**config.mk**
```make
export PLATFORM = sky130hd
export DESIGN_NAME = sha_msg_controller_flat
export DESIGN_NICKNAME = d
export VERILOG_FILES = /design/src/rtl/sha256_pkg.sv /design/src/rtl/sha_msg_controller_if.sv /design/src/rtl/msg_word_buf.sv /design/src/rtl/sha_msg_controller.sv /design/src/flat_wrapper.sv
export SDC_FILE = /design/constraint.sdc
export NUM_CORES = 2
export LEC_CHECK = 0
export BUFFER_PORTS_ARGS = -buffer_cell sky130_fd_sc_hd__buf_4
export CAP_MARGIN = 5
export CORE_UTILIZATION = 55
export DETAILED_ROUTE_END_ITERATION = 16
export GPL_TIMING_DRIVEN = 0
export PLACE_DENSITY = 0.85
export SLEW_MARGIN = 20
export SYNTH_ARGS = -nofsm -noshare
export SYNTH_HDL_FRONTEND = slang
export SYNTH_SLANG_ARGS = --single-unit
```
**constraint.sdc**
```tcl
create_clock -name clk -period 3.4 [get_ports clk]
set_input_delay 0.34 -clock clk [delete_from_list [all_inputs] [get_ports clk]]
set_output_delay 0.34 -clock clk [all_outputs]
set_load 0.02 [all_outputs]
```
**src/rtl/sha256_pkg.sv**
```systemverilog
// Shared types and sizing for the SHA-256 message controller.
package sha256_pkg;
  localparam int MAX_MSG_BYTES = 247;
  localparam int MAX_BLOCKS    = 4;
  localparam int BUF_WORDS     = 64;

  typedef enum logic [2:0] {IDLE, ACCEPT, PAD, LENGTH, START, SERVE, DONE} state_t;

  // ceil((len + 9) / 64): 0x80 marker plus 8 length bytes must fit.
  function automatic logic [7:0] blocks_for_len(input logic [7:0] len);
    logic [8:0] t;
    t = {1'b0, len} + 9'd72;
    return {5'b0, t[8:6]};
  endfunction
endpackage

```
**src/rtl/sha_msg_controller_if.sv**
```systemverilog
// Message-in, core-service and digest-out signals of the SHA message controller.
interface sha_msg_controller_if;
  logic         in_valid;
  logic         in_ready;
  logic [7:0]   in_data;
  logic         in_last;
  logic         core_start;
  logic         core_enable;
  logic [7:0]   core_num_blocks;
  logic         core_req_word;
  logic [5:0]   core_word_address;
  logic [31:0]  core_word_data;
  logic         core_word_valid;
  logic         core_busy;
  logic         core_hash_valid;
  logic [255:0] core_hash;
  logic         digest_valid;
  logic         digest_ready;
  logic [255:0] digest;
  logic         err;

  modport slave (
    input  in_valid, in_data, in_last, core_req_word, core_word_address,
           core_busy, core_hash_valid, core_hash, digest_ready,
    output in_ready, core_start, core_enable, core_num_blocks, core_word_data,
           core_word_valid, digest_valid, digest, err
  );

  modport master (
    output in_valid, in_data, in_last, core_req_word, core_word_address,
           core_busy, core_hash_valid, core_hash, digest_ready,
    input  in_ready, core_start, core_enable, core_num_blocks, core_word_data,
           core_word_valid, digest_valid, digest, err
  );
endinterface

```
**src/rtl/msg_word_buf.sv**
```systemverilog
// 64x32 message buffer: big-endian byte-lane writes, registered word read.
module msg_word_buf
  import sha256_pkg::*;
(
  input  logic        clk,
  input  logic        rst_n,
  input  logic        wr_en,
  input  logic [7:0]  wr_byte_addr,
  input  logic [7:0]  wr_data,
  input  logic        rd_en,
  input  logic [5:0]  rd_addr,
  input  logic        rd_zero,
  output logic [31:0] rd_data
);
  logic [31:0] mem [BUF_WORDS];

  // Byte 0 of a word lands in bits 31:24, so the lane is the inverted low address bits.
  always_ff @(posedge clk) begin
    if (wr_en) mem[wr_byte_addr[7:2]][{~wr_byte_addr[1:0], 3'b000} +: 8] <= wr_data;
  end

  always_ff @(posedge clk or negedge rst_n) begin
    if (!rst_n)     rd_data <= '0;
    else if (rd_en) rd_data <= rd_zero ? 32'h0 : mem[rd_addr];
  end
endmodule

```
**src/rtl/sha_msg_controller.sv**
```systemverilog
// Collects a byte-serial message, pads it to SHA-256 blocks and serves words to the core.
module sha_msg_controller
  import sha256_pkg::*;
(
  input  logic                  clk,
  input  logic                  rst_n,
  sha_msg_controller_if.slave   bus
);
  state_t      state;
  logic [7:0]  cnt;
  logic [7:0]  len;
  logic        hv_q;
  logic        hs;
  logic        wr_en;
  logic [7:0]  wr_data;
  logic        rd_en;
  logic        rd_zero;
  logic [63:0] len_bits;

  assign bus.in_ready = rst_n && (state == IDLE || state == ACCEPT);
  assign hs       = bus.in_valid && bus.in_ready;
  assign len_bits = {53'b0, len, 3'b000};
  assign rd_en    = (state == SERVE) && bus.core_req_word && !bus.core_word_valid;
  assign rd_zero  = {6'b0, bus.core_word_address} >= {bus.core_num_blocks, 4'b0000};

  always_comb begin
    wr_en   = 1'b0;
    wr_data = bus.in_data;
    case (state)
      IDLE, ACCEPT: wr_en = hs && (cnt != 8'(MAX_MSG_BYTES));
      PAD: begin
        wr_en   = 1'b1;
        wr_data = (cnt == len) ? 8'h80 : 8'h00;
      end
      LENGTH: begin
        wr_en   = 1'b1;
        wr_data = len_bits[{~cnt[2:0], 3'b000} +: 8];
      end
      default: ;
    endcase
  end

  msg_word_buf u_buf (
    .clk          (clk),
    .rst_n        (rst_n),
    .wr_en        (wr_en),
    .wr_byte_addr (cnt),
    .wr_data      (wr_data),
    .rd_en        (rd_en),
    .rd_addr      (bus.core_word_address),
    .rd_zero      (rd_zero),
    .rd_data      (bus.core_word_data)
  );

  always_ff @(posedge clk or negedge rst_n) begin
    if (!rst_n) begin
      state               <= IDLE;
      cnt                 <= '0;
      len                 <= '0;
      hv_q                <= 1'b0;
      bus.core_start      <= 1'b0;
      bus.core_enable     <= 1'b0;
      bus.core_num_blocks <= '0;
      bus.core_word_valid <= 1'b0;
      bus.digest_valid    <= 1'b0;
      bus.digest          <= '0;
      bus.err             <= 1'b0;
    end else begin
      bus.core_start      <= 1'b0;
      bus.core_word_valid <= 1'b0;
      bus.err             <= 1'b0;
      hv_q                <= bus.core_hash_valid;
      case (state)
        IDLE: if (hs) begin
          cnt <= 8'd1;
          if (bus.in_last) begin
            len   <= 8'd1;
            state <= PAD;
          end else begin
            state <= ACCEPT;
          end
        end
        ACCEPT: if (hs) begin
          if (cnt == 8'(MAX_MSG_BYTES)) begin
            bus.err <= 1'b1;
            cnt     <= '0;
            state   <= IDLE;
          end else begin
            cnt <= cnt + 8'd1;
            if (bus.in_last) begin
              len   <= cnt + 8'd1;
              state <= PAD;
            end
          end
        end
        // Stop padding once the next byte index is 56 mod 64.
        PAD: begin
          cnt <= cnt + 8'd1;
          if (cnt[5:0] == 6'd55) state <= LENGTH;
        end
        LENGTH: begin
          cnt <= cnt + 8'd1;
          if (cnt[2:0] == 3'd7) begin
            bus.core_start      <= 1'b1;
            bus.core_enable     <= 1'b1;
            bus.core_num_blocks <= blocks_for_len(len);
            state               <= START;
          end
        end
        START: state <= SERVE;
        SERVE: begin
          if (bus.core_hash_valid && !hv_q) begin
            bus.digest       <= bus.core_hash;
            bus.digest_valid <= 1'b1;
            bus.core_enable  <= 1'b0;
            state            <= DONE;
          end else if (rd_en) begin
            bus.core_word_valid <= 1'b1;
          end
        end
        DONE: if (bus.digest_ready) begin
          bus.digest_valid    <= 1'b0;
          bus.core_num_blocks <= '0;
          cnt                 <= '0;
          state               <= IDLE;
        end
        default: state <= IDLE;
      endcase
    end
  end
endmodule

```
**src/flat_wrapper.sv**
```systemverilog
// flat-port wrapper written by rule: the top's interface ports become plain ports
module sha_msg_controller_flat import sha256_pkg::*;
  (clk, rst_n, bus_in_valid, bus_in_data, bus_in_last, bus_core_req_word, bus_core_word_address, bus_core_busy, bus_core_hash_valid, bus_core_hash, bus_digest_ready, bus_in_ready, bus_core_start, bus_core_enable, bus_core_num_blocks, bus_core_word_data, bus_core_word_valid, bus_digest_valid, bus_digest, bus_err);
  sha_msg_controller_if bus_i ();
  input  logic clk;
  input  logic rst_n;
  input wire logic [$bits(bus_i.in_valid)-1:0] bus_in_valid;
  input wire logic [$bits(bus_i.in_data)-1:0] bus_in_data;
  input wire logic [$bits(bus_i.in_last)-1:0] bus_in_last;
  input wire logic [$bits(bus_i.core_req_word)-1:0] bus_core_req_word;
  input wire logic [$bits(bus_i.core_word_address)-1:0] bus_core_word_address;
  input wire logic [$bits(bus_i.core_busy)-1:0] bus_core_busy;
  input wire logic [$bits(bus_i.core_hash_valid)-1:0] bus_core_hash_valid;
  input wire logic [$bits(bus_i.core_hash)-1:0] bus_core_hash;
  input wire logic [$bits(bus_i.digest_ready)-1:0] bus_digest_ready;
  output wire logic [$bits(bus_i.in_ready)-1:0] bus_in_ready;
  output wire logic [$bits(bus_i.core_start)-1:0] bus_core_start;
  output wire logic [$bits(bus_i.core_enable)-1:0] bus_core_enable;
  output wire logic [$bits(bus_i.core_num_blocks)-1:0] bus_core_num_blocks;
  output wire logic [$bits(bus_i.core_word_data)-1:0] bus_core_word_data;
  output wire logic [$bits(bus_i.core_word_valid)-1:0] bus_core_word_valid;
  output wire logic [$bits(bus_i.digest_valid)-1:0] bus_digest_valid;
  output wire logic [$bits(bus_i.digest)-1:0] bus_digest;
  output wire logic [$bits(bus_i.err)-1:0] bus_err;
  assign bus_i.in_valid = bus_in_valid;
  assign bus_i.in_data = bus_in_data;
  assign bus_i.in_last = bus_in_last;
  assign bus_i.core_req_word = bus_core_req_word;
  assign bus_i.core_word_address = bus_core_word_address;
  assign bus_i.core_busy = bus_core_busy;
  assign bus_i.core_hash_valid = bus_core_hash_valid;
  assign bus_i.core_hash = bus_core_hash;
  assign bus_i.digest_ready = bus_digest_ready;
  assign bus_in_ready = bus_i.in_ready;
  assign bus_core_start = bus_i.core_start;
  assign bus_core_enable = bus_i.core_enable;
  assign bus_core_num_blocks = bus_i.core_num_blocks;
  assign bus_core_word_data = bus_i.core_word_data;
  assign bus_core_word_valid = bus_i.core_word_valid;
  assign bus_digest_valid = bus_i.digest_valid;
  assign bus_digest = bus_i.digest;
  assign bus_err = bus_i.err;
  sha_msg_controller u_core (.clk(clk), .rst_n(rst_n), .bus(bus_i));
endmodule
```
# [Yosys cells after proc, flatten, opt, wreduce, memory -nomap -nowiden]
# Memories as Yosys holds them, arrays and structs flattened.
# Cells that the tools add are included.
[classes] n_lt_le_gt_ge=1 add_sub_neg=3 n_reduce_logical=24 bitwise_logic=2 shifts=3 eq_ne=21 muxes=43
[op_table] operator="$mux W8" count=11
[op_table] operator="$mux W32" count=2
[op_table] operator="$shiftx A64 B7 Y8" count=1
[op_table] operator="$pmux W8 S2" count=3
[op_table] operator="$pmux W8 S4" count=1
[op_table] operator="$shift A8 B7 Y32 const A" count=1
[op_table] operator="$shiftx A8 B7 Y32" count=1
[op_table] operator="$mux W3" count=8
[op_table] operator="$pmux W3 S7" count=1
[op_table] operator="$mux W1" count=13
[op_table] operator="$eq A3 B3 Y1 const B" count=4
[op_table] operator="$ge A6 B12 Y1" count=1
[op_table] operator="$ne A2 B2 Y1 const B" count=5
[op_table] operator="$add A8 B7 Y9 const B" count=1
[op_table] operator="$reduce_and A3 Y1" count=3
[op_table] operator="$add A8 B1 Y8 const B" count=1
[op_table] operator="$eq A8 B8 Y1" count=1
[op_table] operator="$eq A8 B8 Y1 const B" count=1
[op_table] operator="$ne A2 B1 Y1 const B" count=4
[op_table] operator="$ne A8 B8 Y1 const B" count=1
[op_table] operator="$reduce_bool A2 Y1" count=4
[op_table] operator="$neg A5 Y7" count=1
[op_table] operator="$reduce_and A7 Y1" count=1
[op_table] operator="$eq A3 B2 Y1 const B" count=2
[op_table] operator="other kinds (16)" count=25
[word_totals] mem_count=1 input_bits=278 ff_bits=321 mem_bits_rw=2048 output_inout_bits=302 elab_cells=110
[memory_table] name="u_core.u_buf.mem" depth=64 word_bits=32 rd=1 rd_ports_with_merged_regs=0 write_ports=1 line_no="msg_word_buf.sv:15" source="logic [31:0] mem [BUF_WORDS];"

# [Longest topological paths before layout]
[logic_depth] word_depth=8 ltp_mapped=11 mapped_depth_nobuf=7

# [Modules after synthesis]
# A second synthesis with hierarchy kept.
[unflattened] cells_unflattened=4566 hier_area_um2=92109.6
[modules_own_cells] mod="msg_word_buf" seq_area_each_um2=62299.8 cells_per_inst=3814 area_each_um2=80719.9 instances=1
[modules_own_cells] mod="sha_msg_controller" seq_area_each_um2=7106.8 cells_per_inst=752 area_each_um2=11389.7 instances=1

# [Worst setup path before layout]
# OpenSTA, ideal clock, no wires.
[synth_path] kind="register to register" start="register u_core.cnt[0]" end="memory u_core.u_buf.mem[0][24], data pin" n_path_buf=2 arrival_time_ns=3.145 stages_incl_launch_ff=7 period_less_slack_ns=3.644 path_slack_ns=-0.244 setup_ns=0.500 required_ns=2.900 path_cell_list="dfrtp_1 -> clkbuf_1 -> inv_1 -> ha_1 -> or3_1 -> clkbuf_1 -> nor2_1"
[synth_between] elab_chain_cells=4 elab_cells_between_ends=8 cone_classes="add/sub: 1; eq/ne: 1; shift: 2; mux: 2; bitwise: 2"
[synth_rtl] item="start: declaration" line_no="sha_msg_controller.sv:10" source="logic [7:0] cnt;"
[synth_rtl] item="start signal: assignment" line_no="sha_msg_controller.sv:89" source="cnt <= cnt + 8'd1;"
[synth_rtl] item="start signal: assignment" line_no="sha_msg_controller.sv:98" source="cnt <= cnt + 8'd1;"
[synth_rtl] item="start signal: assignment" line_no="sha_msg_controller.sv:102" source="cnt <= cnt + 8'd1;"
[synth_rtl] item="$not A3 Y3 / $eq A8 B8 Y1 (equally long branches)" line_no="sha_msg_controller.sv:37, sha_msg_controller.sv:33"
[synth_rtl] item="$shiftx A64 B7 Y8 / $mux W8 (equally long branches)" line_no="sha_msg_controller.sv:37, sha_msg_controller.sv:33"
[synth_rtl] item="$pmux W8 S2" line_no="sha_msg_controller.sv:29" source="case (state)"
[synth_rtl] item="$shiftx A8 B7 Y32 *" line_no="msg_word_buf.sv:19" source="if (wr_en) mem[wr_byte_addr[7:2]][{~wr_byte_addr[1:0], 3'b000} +: 8] <= wr_data;"
[synth_rtl] item="end: declaration" line_no="msg_word_buf.sv:15"
# Mark *: on every way between the ends. The rest lies on a longest branch, timed or not.

# [Worst setup path after layout]
[layout_path] start="input bus_core_word_address[4]" end="register u_core.u_buf.rd_data[16]"
[layout_between] elab_chain_cells=2 elab_cells_between_ends=3 cone_classes="order compare: 1; mux: 1; memory: 1"
[layout_rtl] item="start: declaration" line_no="flat_wrapper.sv:11" source="input wire logic [$bits(bus_i.core_word_address)-1:0] bus_core_word_address;"
[layout_rtl] item="$mem_v2 Z64 W32 / $ge A6 B12 Y1 (equally long branches)"
[layout_rtl] item="$mux W32 *" line_no="msg_word_buf.sv:24" source="else if (rd_en) rd_data <= rd_zero ? 32'h0 : mem[rd_addr];"
[layout_rtl] item="end signal: assignment" line_no="msg_word_buf.sv:24"
[layout_rtl] item="end: declaration" line_no="msg_word_buf.sv:13" source="output logic [31:0] rd_data"
# Marked as above.
# A chain may end at the register's enable or synchronous reset.

==> impl_metrics.py <==
metrics = {
    "final_layout": {
        "area_growth_pct": 22.2,
        "drive_above_1_share_pct": 39.9,
        "fillCellCount": 9538,
        "fin_area_mm2": 0.112,
        "multiInputGateArea_mm2": 0.0229,
        "fin_cells": 8021,
        "final_core_util_pct": 67.9,
        "nets": 5913,
        "final-seq-area_mm2": 0.0694,
    },
    "timing": {
        "grt_setup_unrepaired": "yes",
        "timing_hold_violations_final": 0,
        "skew_ns": 0.0996,
        "holdWs_ns": 0.114,
        "post-route-min-period_ns": 3.64,
        "max_slew_margin_pct": -1.43,
        "setup_violations": 733,
        "fin_crit_sh_pct": 107,
        "worst_pin_slew_ns": 1.52,
        "fmax_mhz": 274,
        "maxSlewViolCount": 5,
        "finalWorstSetupSlack_ns": -0.245,
    },
    "worst_setup_path": {
        "cpMostUsedCell": "buf_2",
        "critPathMaxFanout": 10,
        "arrival_ns": 4.47,
        "max_stage_delay_ns": 0.66,
        "worstSetupStartpointType": "input port",
        "crit_start": "bus_core_word_address[4]",
        "crit_slowest_cell": "clkinv_1",
        "crit_required_ns": 4.23,
        "endpoint_kind": "flip-flop",
        "path_class": "in2reg",
        "rr_startpoint": "u_core.cnt[2]$_DFFE_PN0P_",
        "crit_chain": "buf_2, clkinv_1, ha_1, nor4bb_1, a221o_1, buf_2, a211oi_4, buf_4, clkbuf_4, nand2_1, a31oi_1",
    },
    "hold_path": {
        "hold_start": "bus_core_hash_valid",
        "hp-class": "in2reg",
    },
    "route": {
        "drtPass1Iterations": 13,
        "routed_wl_mm": 328,
        "ant_nets": 0,
        "drtIter0Drc": 11200,
        "drcViolationCount": 0,
        "routedWlPerCell_um": 40.9,
        "vias_per_cell": 7.17,
        "vias": 57500,
    },
    "cts": {
        "cts.clk_slew.worst_paths_ns": 0.06,
        "cts_root_buf": "clkbuf_16",
        "cts_sinks": 2364,
        "cts_tree": "built",
        "clock_path_buffers": 3,
        "insertion_delay_ns": 0.95,
        "cts.htree.levels": 4,
        "cts_buffers": 221,
    },
    "global_routing": {
        "grt_max_degree": 63,
        "grt-ovfl-total": 0,
        "first_global_vias": 55700,
        "antenna_found_initial": 31,
        "grt_util_all_layers_pct": 38.3,
        "grt_first_pass_wirelength_mm": 439,
    },
    "synth": {
        "synth_top_area_share_pct": 66.8,
        "yosys-top-cells-area": "edfxtp_1, mux4_2, dfrtp_1",
        "synth_edf_count": 2048,
        "yosys_warnings": 0,
        "synth_seq_cells": 2364,
        "syn-mean-instance-area_um2": 20.6,
        "syn_area_mm2": 0.0920,
        "syn_inst": 4469,
        "ys_seq_area_share_pct": 75.4,
        "yosys.area.top_type": "edfxtp_1",
        "synth.most_common_cell": "edfxtp_1",
        "ys_types": 65,
        "synth_common_cells": "edfxtp_1, mux4_2, dfrtp_1",
        "ys.flop_type": "edfxtp_1",
        "async_flop_share_pct": 13.4,
    },
    "place": {
        "place_area_mm2": 0.100,
        "placedCellCount": 7281,
        "dp_hpwl_mm": 213,
        "port_buffers": 569,
        "place_congestion": 1.03,
    },
    "power": {
        "total_power_mw": 76.7,
        "leakage_nw": 39.0,
        "ir_drop_v": 0.000720,
        "power_density_mw_per_mm2": 682,
    },
    "floorplanning": {
        "ioPinCount": 580,
        "dieArea_mm2": 0.169,
        "die_x_um": 411,
        "row_count": 149,
        "die_height_um": 411,
        "coreArea_mm2": 0.166,
        "start_util_pct": 55.6,
    },
    "status": {
        "violations": "max-slew violations, negative setup slack",
        "outcome": "complete, but fails checks",
    },
    "run": {
        "maxCapViolations": 0,
    },
}
-- per-layer routing --
metal,global-route usage (%),wire (µm),vias up,part of all wire (%)
li1,-,-,20600,-
met1,45.9,99900,28600,30
met2,57.5,145000,6694,44
met3,16.1,54200,1700,17
met4,24.3,29000,24,8.8
met5,0,293,-,0.089
-- state kept, by name, indices dropped and copies added (netlist names) --
signal	flops
u_core.len	8
u_core.u_buf.mem	2048
u_core.state	3
u_core.bus.core_num_blocks	3
u_core.bus.err	1
u_core.bus.core_start	1
u_core.cnt	8
u_core.bus.digest_valid	1
u_core.bus.core_word_valid	1
u_core.hv_q	1
u_core.u_buf.rd_data	32
u_core.bus.digest	256
u_core.bus.core_enable	1
-- kinds of logic after synthesis --
group | after synthesis | share of synthesized area [%]
other | 1 | 0.00408
and+or+nand+nor | 602 | 2.76
AOI/OAI and AO/OA | 286 | 2.31
DFF | 2364 | 75.4
buffers and inverters | 273 | 1.44
muxes | 921 | 17.8
xor gates and xnor gates | 13 | 0.124
adders and majority gates | 9 | 0.122
-- power by group --
part           internal, mW  switching (mW)
logic                  5.06            9.95
clock network          14.3            11.6
registers              34.4            1.27
total                  53.8            22.9
-- layout by cell type, fill, tap and decap left out, drive strengths merged, types with 9 or more instances in the layout --
cell and count:
a2111oi 9, a211oi 12, a21oi 63, a22o 15
a22oi 65, a31oi 25, and3 11, buf 804
bufinv 26, clkbuf 377, clkinv 101, clkinvlp 9
dfrtp 316, diode 18, dlygate4sd3 269, edfxtp 2048
ha 9, inv 19, mux2 310, mux2i 70
mux4 541, nand2 186, nand2b 12, nand3 17
nor2 315, nor2b 14, nor3 11, nor3b 10
o2111a 23, o21ai 16, xor2 9
-- worst max-delay path, delay by kind of cell --
kind,cells,cell delay [ns]
AOI/OAI and AO/OA,3,1.11
adders and majority gates,1,0.49
buffers and inverters,5,2.07
and+or+nand+nor,2,0.41
-- stage by stage --
step / setup slack (ns) / setup TNS, ns
4_1_cts: -0.180 / -34.79
6_report: -0.245 / -42.82
5_1_grt: -0.194 / -57.53
3_3_place_gp: -4.02 / -
2_1_floorplan: -0.244 / -190.14
3_5_place_dp: -2.30 / -3819.48
-- timing repair --
action	4_1_cts	5_1_grt
hold buffers	281	0
gates cloned	1	7
pin swaps	2	18
gates resized for setup	301	106
buffers inserted	4	16
endpoints found under the hold margin	410	0
endpoints found under the setup margin	2483	2190
-- cell type report --
cell class,instances,share of cell area (%)
Sequential cell,2364,61.7
Multi-Input combinational cell,1843,20.3
Timing Repair Buffer,923,7.57
Clock buffer,271,5.19
Tap cell,2189,2.44
Clock inverter,140,1.48
Buffer,258,1.18
Inverter,15,0.0501
Antenna cell,18,0.0401
-- worst paths after layout --
check / endpoint / slack (ns) / cells past startpoint
setup / recovery: u_core.u_buf.rd_data[16]$_DFFE_PN0P_ / -0.24 / 11
hold / removal: u_core.hv_q$_DFF_PN0_ / 0.11 / 2
setup reg to reg: u_core.u_buf.mem[38][30]$_DFFE_PP_ / -0.23 / 5
hold reg to reg: u_core.bus.digest[64]$_DFFE_PN0P_ / 0.51 / 1
max in group asynchronous: u_core.bus.digest[135]$_DFFE_PN0P_ / 1.57 / 7
min in group asynchronous: u_core.bus.digest[19]$_DFFE_PN0P_ / 0.38 / 6
(Power assumes the default switching activity.)
